===== src/rtl/comparador_serial.sv =====
// comparador_serial
//   Bit-serial magnitude comparator. Operands are walked LSB-first, one bit per
//   clock, so the most significant differing bit is the last one to overwrite the
//   partial less/greater flags and therefore decides the result. Supports
//   unsigned and two's-complement compares. Result is available N+1 edges after
//   an accepted start and is held until the next completed compare.
//
// Parameters
//   N          operand width in bits (N >= 2)
// Ports
//   clk        clock, rising edge
//   rst        synchronous active-high reset (priority over start)
//   start      compare request, accepted only while busy=0
//   A, B       operands, captured on the accepted start edge
//   con_signo  1 = two's-complement compare, 0 = unsigned; captured with A/B
//   busy       high while a compare is in progress
//   done       one-cycle pulse when menor/igual/mayor are updated
//   menor      A < B for the last completed compare
//   igual      A == B for the last completed compare
//   mayor      A > B for the last completed compare
module comparador_serial #(
  parameter int N = 4
) (
  input  logic         clk,
  input  logic         rst,
  input  logic         start,
  input  logic [N-1:0] A,
  input  logic [N-1:0] B,
  input  logic         con_signo,
  output logic         busy,
  output logic         done,
  output logic         menor,
  output logic         igual,
  output logic         mayor
);

  localparam int CW = (N > 1) ? $clog2(N) : 1;
  localparam logic [CW-1:0] LAST = CW'(N - 1);

  typedef enum logic {IDLE, SHIFT} state_t;

  state_t        state;
  logic [N-1:0]  sa, sb;
  logic          sg;
  logic          lt, gt;
  logic [CW-1:0] cnt;

  // Next partial flags for the bit currently at position 0.
  logic a, b, inv, lt_n, gt_n;

  always_comb begin
    a    = sa[0];
    b    = sb[0];
    // The sign bit carries negative weight: a 1 there makes the operand smaller.
    inv  = sg && (cnt == LAST);
    lt_n = lt;
    gt_n = gt;
    if (a != b) begin
      lt_n = inv ? (a & ~b) : (~a & b);
      gt_n = inv ? (~a & b) : (a & ~b);
    end
  end

  always_ff @(posedge clk) begin
    if (rst) begin
      state <= IDLE;
      sa    <= '0;
      sb    <= '0;
      sg    <= 1'b0;
      lt    <= 1'b0;
      gt    <= 1'b0;
      cnt   <= '0;
      busy  <= 1'b0;
      done  <= 1'b0;
      menor <= 1'b0;
      igual <= 1'b0;
      mayor <= 1'b0;
    end else begin
      done <= 1'b0;
      case (state)
        IDLE: begin
          if (start) begin
            sa    <= A;
            sb    <= B;
            sg    <= con_signo;
            lt    <= 1'b0;
            gt    <= 1'b0;
            cnt   <= '0;
            busy  <= 1'b1;
            state <= SHIFT;
          end
        end
        SHIFT: begin
          sa <= sa >> 1;
          sb <= sb >> 1;
          lt <= lt_n;
          gt <= gt_n;
          if (cnt == LAST) begin
            cnt   <= '0;
            busy  <= 1'b0;
            done  <= 1'b1;
            menor <= lt_n;
            mayor <= gt_n;
            igual <= ~lt_n & ~gt_n;
            state <= IDLE;
          end else begin
            cnt <= cnt + CW'(1);
          end
        end
        default: state <= IDLE;
      endcase
    end
  end

endmodule


===== config.mk =====
export PLATFORM = sky130hd
export DESIGN_NAME = comparador_serial
export DESIGN_NICKNAME = d
export VERILOG_FILES = /design/src/rtl/comparador_serial.sv
export SDC_FILE = /design/constraint.sdc
export NUM_CORES = 1
export LEC_CHECK = 0
export BUFFER_PORTS_ARGS = -buffer_cell sky130_fd_sc_hd__buf_4
export CAP_MARGIN = 20
export CORE_ASPECT_RATIO = 1.4
export CORE_MARGIN = 2
export CORE_UTILIZATION = 45
export CTS_CLUSTER_DIAMETER = 60
export CTS_CLUSTER_SIZE = 8
export DETAILED_ROUTE_END_ITERATION = 10
export PLACE_DENSITY_LB_ADDON = 0.25
export SETUP_SLACK_MARGIN = 0.15
export SYNTH_ARGS = -nofsm -noshare
export SYNTH_HDL_FRONTEND = slang
export SYNTH_SLANG_ARGS = --single-unit

===== constraint.sdc =====
create_clock -name clk -period 1.7 [get_ports clk]
set_input_delay 0.17 -clock clk [delete_from_list [all_inputs] [get_ports clk]]
set_output_delay 0.17 -clock clk [all_outputs]
set_load 0.01 [all_outputs]

# [Word-level counts from Yosys, hierarchy flattened]
# Index checks and enable logic that the tools add are counted.
[word_totals] reg_bits=19 input_bits=12 output_inout_bits=5 wordCells=51
[op_classes] addsub=1 eq_ne=4 mux=21 n_bitwise=8 n_reduce_logical=5
[op_table] operator="$pmux W4 S2" count=2
[op_table] operator="$mux W1" count=10
[op_table] operator="$mux W4" count=2
[op_table] operator="$pmux W1 S2" count=4
[op_table] operator="$reduce_and A2 Y1" count=3
[op_table] operator="$not A1 Y1" count=5
[op_table] operator="$mux W2" count=2
[op_table] operator="$pmux W2 S2" count=1
[op_table] operator="$and A1 B1 Y1" count=3
[op_table] operator="$add A2 B1 Y2 const B" count=1
[op_table] operator="$eq A2 B2 Y1 const B" count=1
[op_table] operator="$ne A2 B1 Y1 const B" count=1
[op_table] operator="$ne A2 B2 Y1 const B" count=1
[op_table] operator="$reduce_or A2 Y1" count=1
[op_table] operator="$logic_and A1 B1 Y1" count=1
[op_table] operator="$ne A1 B1 Y1" count=1

# [Logic depth before layout (Yosys ltp)]
# Gate-level depths: netlist of the first run.
[logic_depth] ltp_word=6 mapped_depth=5 depth_no_buf=5

# [Worst setup path before layout of the first run]
# No wires, ideal clock.
[synth_path] kind="register to register" start="reg sa[0]" end="reg igual" t_arrival_ns=1.183 slack_ns=0.401 path_stages_with_launch=6 path_buffers=0 synth_period_minus_slack_ns=1.299 cell_sequence="dfxtp_1 > inv_1 > ha_1 > or2b_1 > o31ai_2 > a41o_1"
[synth_between] elab_chain_cells=6 word_cells_on_any_way=11 classes_between="eq/ne (1); mux (4); bitwise (6)"
[synth_lines] item="start, declared" line_no="43" source="logic [N-1:0] sa, sb;"
[synth_lines] item="start signal, assigned" line_no="94" source="sa <= sa >> 1;"
[synth_lines] item="$not A1 Y1" line_no="59, 60"
[synth_lines] item="$and A1 B1 Y1" line_no="59, 60"
[synth_lines] item="$mux W1, on equally long branches" line_no="59, 60"
[synth_lines] item="$mux W1" line_no="58" source="if (a != b) begin"
[synth_lines] item="$not A1 Y1" line_no="104" source="igual <= ~lt_n & ~gt_n;"
[synth_lines] item="$and A1 B1 Y1 (*)" line_no="104"
[synth_lines] item="end signal, assigned" line_no="104"
[synth_lines] item="end, declared" line_no="33" source="output logic igual,"
# Every way passes the cells marked *; elsewhere a longest branch is shown, timed or not.
# A chain may end at the register's enable or synchronous reset.

# [Final worst setup path of the first run]
# Ends and elaborated chain as after synthesis.

==> results.md, run 1 <==
- All-Layer GR Usage: 0.163
- Post-route cell area: 1070 sq um
- First-pass GRT wire length: 3060 um
- Multi-input combinational cell area: 494 sq um
- Ys async rst share: 0
- Highest Clock Rate: 0.712 GHz
- Clock power frac: 0.269
- Initial core utilization: 0.469
- Sw Ratio: 0.250
- Number of global-route vias before repair: 719
- Non-Filler Instances: 130
- Layout cells sized above 1: 0.303
- Yosys cell types: 30
- Setup-failing EPs final: 0
- Dpl ws: between 200 and 300 ps
- Syn Area/Cell: 9.94 sq um
- CTS max path bufs: 2
- Pin count of the biggest net entering global routing: 19
- Synth-to-Final Area Change: 17.4%
- Clk_skew: ~4.5 ps
- # hold bufs at CTS: 0
- CP arrival: 1650 ps
- Power per cell area: 778 nW/um^2
- Ys Warns: 0
- Vias: 691
- CTS sink cnt: 19
- Final GP Congestion: 0.808
- Vias per inst: 5.32
- Max-capacitance violation count: 0
- Ranking of synthesized cells by area: dfxtp_1 (42%), mux2i_1 (9.8%), mux2_2 (7.4%)
- RSZ-0062 raised after global routing: false
- WL/cell: between 10 and 15 um
- Port Buffers: 16
- Syn_nets: 109
- I/O pins: 17
- Total die area: between 2000 and 2500 sq um
- Drt pass-1 iters: 4
- CP Max Fanout: 3
- TritonCTS buffer count: 3
- CP Data Required Time: 1940 ps
- Flop and latch count out of synthesis: 19
- Placed Area: around 1000 sq um
- Worst Slack Setup Final: 296 ps
- Fin. max-slew vios: 0
- Final Hold Viols: 0
- Tot Pwr: 835 uW
- Final period util: 0.826
- CTS tree: built
- Number of flops mapped to enable cells by yosys: 0
- Layout Nets: 127
- Worst-path clk slew: 110 ps
- Worst hold path type: in2reg
- Leakage: 0.485 nW
- Synth Flop Type: dfxtp_1
- Area share of the largest cell type after synthesis: 0.416
- Worst-Skew Late Latency: 290 ps
- CP Capture Type: flop
- Routed WL: 1570 um
- Fin crit period: 1400 ps
- Sequential share of power: 0.577
- DP HPWL: 1200 um
- Final TNS setup: 0 ps
- H-tree depth: 1
- Slew at the pin closest to its max-slew limit: ~300 ps
- DR iter-0 viols: 15
- Die X: 42.1 um
- Mapped Area: 915 sq um
- Core Area: 1950 sq um
- # Post-CTS Setup Buffers: 0
- Root Driver: clkbuf_4
- Count of cells resized by post-cts repair: 0
- Die height: 57.3 um
- Cells after synthesis: 92
- Comb pwr share: 0.154
- Synth area leader: dfxtp_1
- Routed Antenna Nets: 0
- Seq/Total Area, Yosys: 0.416
- Cell internal pwr: 626 uW
- Startpoint types: flop
- Cell row count: 19
- Global route overflow: 0
- Peak VDD IR: 546 uV
- Register area: 380 sq um
- # DRC: 0
- Slew headroom: 0.800
- Final Util: 0.551
- Status: finished, final reports clean
- Filler cells: ~180
- Initial antenna violation count: 0
- # diodes: 0
- Worst hold slack: 113 ps
- Cells after DPL: roughly 130
- Switching power: 209 uW
- Worst Setup Path Type: reg2reg
-- synthesized netlist by cell type, types with 2 or more instances --
master,n
buf_2,2
buf_4,2
nand3_1,2
nand2_1,3
dfxtp_1,19
o21ai_0,2
mux2i_1,9
nand3b_1,2
ha_1,5
mux2_2,6
a21oi_1,5
inv_1,3
nor2_1,13
nor3_1,2
nor3b_1,2
-- cells by family after synthesis --
kind of cell	synth area share
AND/OR/NAND/NOR	0.178
flip-flops	0.416
multiplexers	0.172
AO/OA/AOI/OAI	0.122
buffers and inverters	0.0438
adder cells (fa/ha/maj)	0.0684
-- path summary, 6_finish.rpt --
path	end	cells past startpoint	slack, ps	startpoint
min	sg	3	110	con_signo
max reg2reg	igual	5	300	sa[0]
max	igual	5	300	sa[0]
min reg2reg	mayor	2	480	mayor
-- critical path, cell delays in order (launching register included) --
cell and delay [ps]:
dfxtp_1 360, inv_1 70, ha_1 230, and3_4 190
o31ai_2 310, a41o_1 210
-- cell usage in the layout (no fill, tap or decap), drive strengths merged, types with 3 or more instances in the layout --
cell type and count:
dfxtp 19, buf 18, nor2 13, mux2i 9
mux2 6, a21oi 5, ha 5, nand2 4
clkbuf 4, inv 3, and3 3
-- routing by layer --
layer  routed length [um]  up-vias  global-route usage
met1                  684      316               0.193
met2                  798       14               0.286
li1                     -      359                   -
met3                   67        2              0.0316
met5                    0        -                   0
met4                   16        0              0.0670
-- sequential cells by signal, indices dropped and copies added, names as in the netlist --
name / cells
sg: 1
igual: 1
state: 1
sa: 4
cnt: 2
done: 1
gt: 1
menor: 1
lt: 1
sb: 4
busy: 1
mayor: 1
-- final cells by class --
cell class,instances,area share
Tap cell,21,0.0245
Sequential cell,19,0.354
Timing Repair Buffer,18,0.126
Inverter,3,0.0105
Multi-Input combinational cell,65,0.460
Clock buffer,4,0.0245
-- power by group through the flow --
stage / logic, mW / registers, mW / clock network (mW)
5_1_grt: 0.148 / 0.485 / 0.260
4_1_cts: 0.130 / 0.482 / 0.237
6_report: 0.129 / 0.481 / 0.225
2_1_floorplan: 0.0948 / 0.487 / 0
3_3_place_gp: 0.127 / 0.491 / 0
3_5_place_dp: 0.130 / 0.492 / 0
Power figures use the tool's default switching activity.
==> run 2: changes to the inputs <==
==> constraint.sdc (replaced) <==
create_clock -name clk -period 1.4 [get_ports clk]
set_input_delay 0.14 -clock clk [delete_from_list [all_inputs] [get_ports clk]]
set_output_delay 0.14 -clock clk [all_outputs]
set_load 0.01 [all_outputs]
==> run 2 against run 1 <==
Effect of this change:
- first-iteration DRC count is 67% lower
- non-clock buffer count is the same
- power increased by 25%
- largest cell class unchanged
- register-to-register slack lost 200 ps
- design area rose by 5.0%
- clock skew is 1.5 ps higher
- critical endpoint unchanged
==> results.md, run 2 (synthesis gave the netlist of run 1 again) <==
- Number of global-route vias before repair: 741
- Leakage: just under 0.5 nW
- Worst R2R Path Depth: 5
- Worst hold path type: in2reg
- Most frequent cells in the layout: buf_4 (18), dfxtp_1 (15), nor2_1 (13), mux2i_1 (9), mux2_2 (6)
- Slew headroom: 0.793
- Core Area: 1950 sq um
- All-Layer GR Usage: 0.161
- Switching power: around 280 uW
- Pin count of the biggest net entering global routing: 19
- Initial core utilization: 0.469
- Status: finished, final reports clean
- Worst-Skew Late Latency: 300 ps
- Top Registers: sa (4), sb (4), cnt (2)
- Global route overflow: 0
- Slowest stage delay, CP: 380 ps
- Comb pwr share: 0.167
- CP Max Fanout: 5
- Port Buffers: 16
- Fin. max-slew vios: 0
- CP Capture Point: igual
- Layout Nets: 127
- Sequential share of power: 0.567
- Reg-to-reg startpoint: sa[0]
- Total die area: 2410 sq um
- H-tree depth: 1
- Crit-path slowest cell: dfxtp_4
- # hold bufs at CTS: 0
- Cell internal pwr: 766 uW
- Vias: 715
- DR iter-0 viols: 5
- Reg2reg setup slack: 100 ps
- Drt pass-1 iters: 4
- Filler cells: 187
- Layout cells sized above 1: 0.385
- CP arrival: 1550 ps
- # DRC: 0
- Highest Clock Rate: 0.768 GHz
- Critical path launch point: sa[0]
- DP HPWL: 1200 um
- Power per cell area: 924 nW/um^2
- Synth-to-Final Area Change: 23.3%
- Sw Ratio: 0.264
- Final Hold Viols: 0
- CTS max path bufs: 2
- WL/cell: 13.2 um
- Routed Antenna Nets: 0
- Die X: 42.1 um
- Worst-path clk slew: 110 ps
- Dpl ws: 40.6 ps
- CTS tree: built
- Vias per inst: 5.50
- Setup-failing EPs final: 0
- Crit-path cells: inv_4, ha_4, or2b_1, o31ai_4, a41o_1
- Commonest non-fill, non-tap cell in the layout: buf_4
- Die height: 57.3 um
- Root Driver: clkbuf_4
- First-pass GRT wire length: 3030 um
- TritonCTS buffer count: 3
- Initial antenna violation count: 0
- Multi-input combinational cell area: 534 sq um
- Tot Pwr: approximately 1.0 mW
- # diodes: 0
- CP Capture Type: flop
- I/O pins: 17
- Worst Setup Path Type: reg2reg
- Clock power frac: 0.267
- Cell row count: 19
- Fin crit period: 1300 ps
- Max-capacitance violation count: 0
- Clk_skew: 5.96 ps
- Worst Slack Setup Final: just under 100 ps
- Final period util: 0.930
- CTS sink cnt: 19
- RSZ-0062 raised after global routing: true
- Final TNS setup: 0 ps
- Register area: slightly below 400 sq um
- CP Data Required Time: about 1700 ps
- Slew at the pin closest to its max-slew limit: slightly above 300 ps
- # Post-CTS Setup Buffers: 0
- Final GP Congestion: 0.749
- Startpoint types: flop
- Peak VDD IR: 626 uV
- R2r endpoint: igual
- Routed WL: 1720 um
## run 2: layer usage
metal,GRT usage,wire (um),vias up
met5,0,0,-
met4,0.103,30,0
met3,0.0190,62,5
met2,0.290,873,16
met1,0.177,753,340
li1,-,-,354
## run 2: what timing repair did
| action | 4_1_cts | 5_1_grt |
|---|---|---|
| resized for setup | 11 | 1 |
| pin swaps | 4 | 1 |
| setup endpoints to repair | 5 | 6 |
## run 2: area by class of cell
class                           instances  share of cell area
Multi-Input combinational cell         65               0.474
Sequential cell                        19               0.346
Timing Repair Buffer                   18               0.120
Tap cell                               21              0.0233
Clock buffer                            3              0.0200
Inverter                                3              0.0122
Clock inverter                          1             0.00444
## run 2: stage by stage
stage	utilization	std cells	cell area, sq um	hold slack [ps]
after floorplan	-	92	940	287
after global placement	0.550	126	1070	378
after detailed placement	0.550	126	1070	382
after CTS	0.578	130	1130	62.3
after global routing	0.578	130	1130	80.7
final	0.578	130	1130	69.7
## run 2: how the worst min path moves through the flow
stage,startpoint,endpoint,cells past startpoint
after detailed placement,con_signo,sg,3
final,con_signo,sg,3
after global routing,con_signo,sg,3
after CTS,con_signo,sg,3
after global placement,con_signo,sg,3
after floorplan,con_signo,sg,2
## run 2: power by group through the flow
stage	registers (mW)	logic (mW)	clock network (mW)
after global placement	0.599	0.166	0
after global routing	0.595	0.193	0.308
after floorplan	0.593	0.127	0
final	0.590	0.173	0.278
after detailed placement	0.600	0.169	0
after CTS	0.589	0.174	0.289
## run 2: worst max-delay path: cells and delay by family (launching register included)
kind,cells,cell delay (ps)
flip-flops,1,380
adder cells (fa/ha/maj),1,290
AO/OA/AOI/OAI,2,270
AND/OR/NAND/NOR,1,260
buffers and inverters,1,50
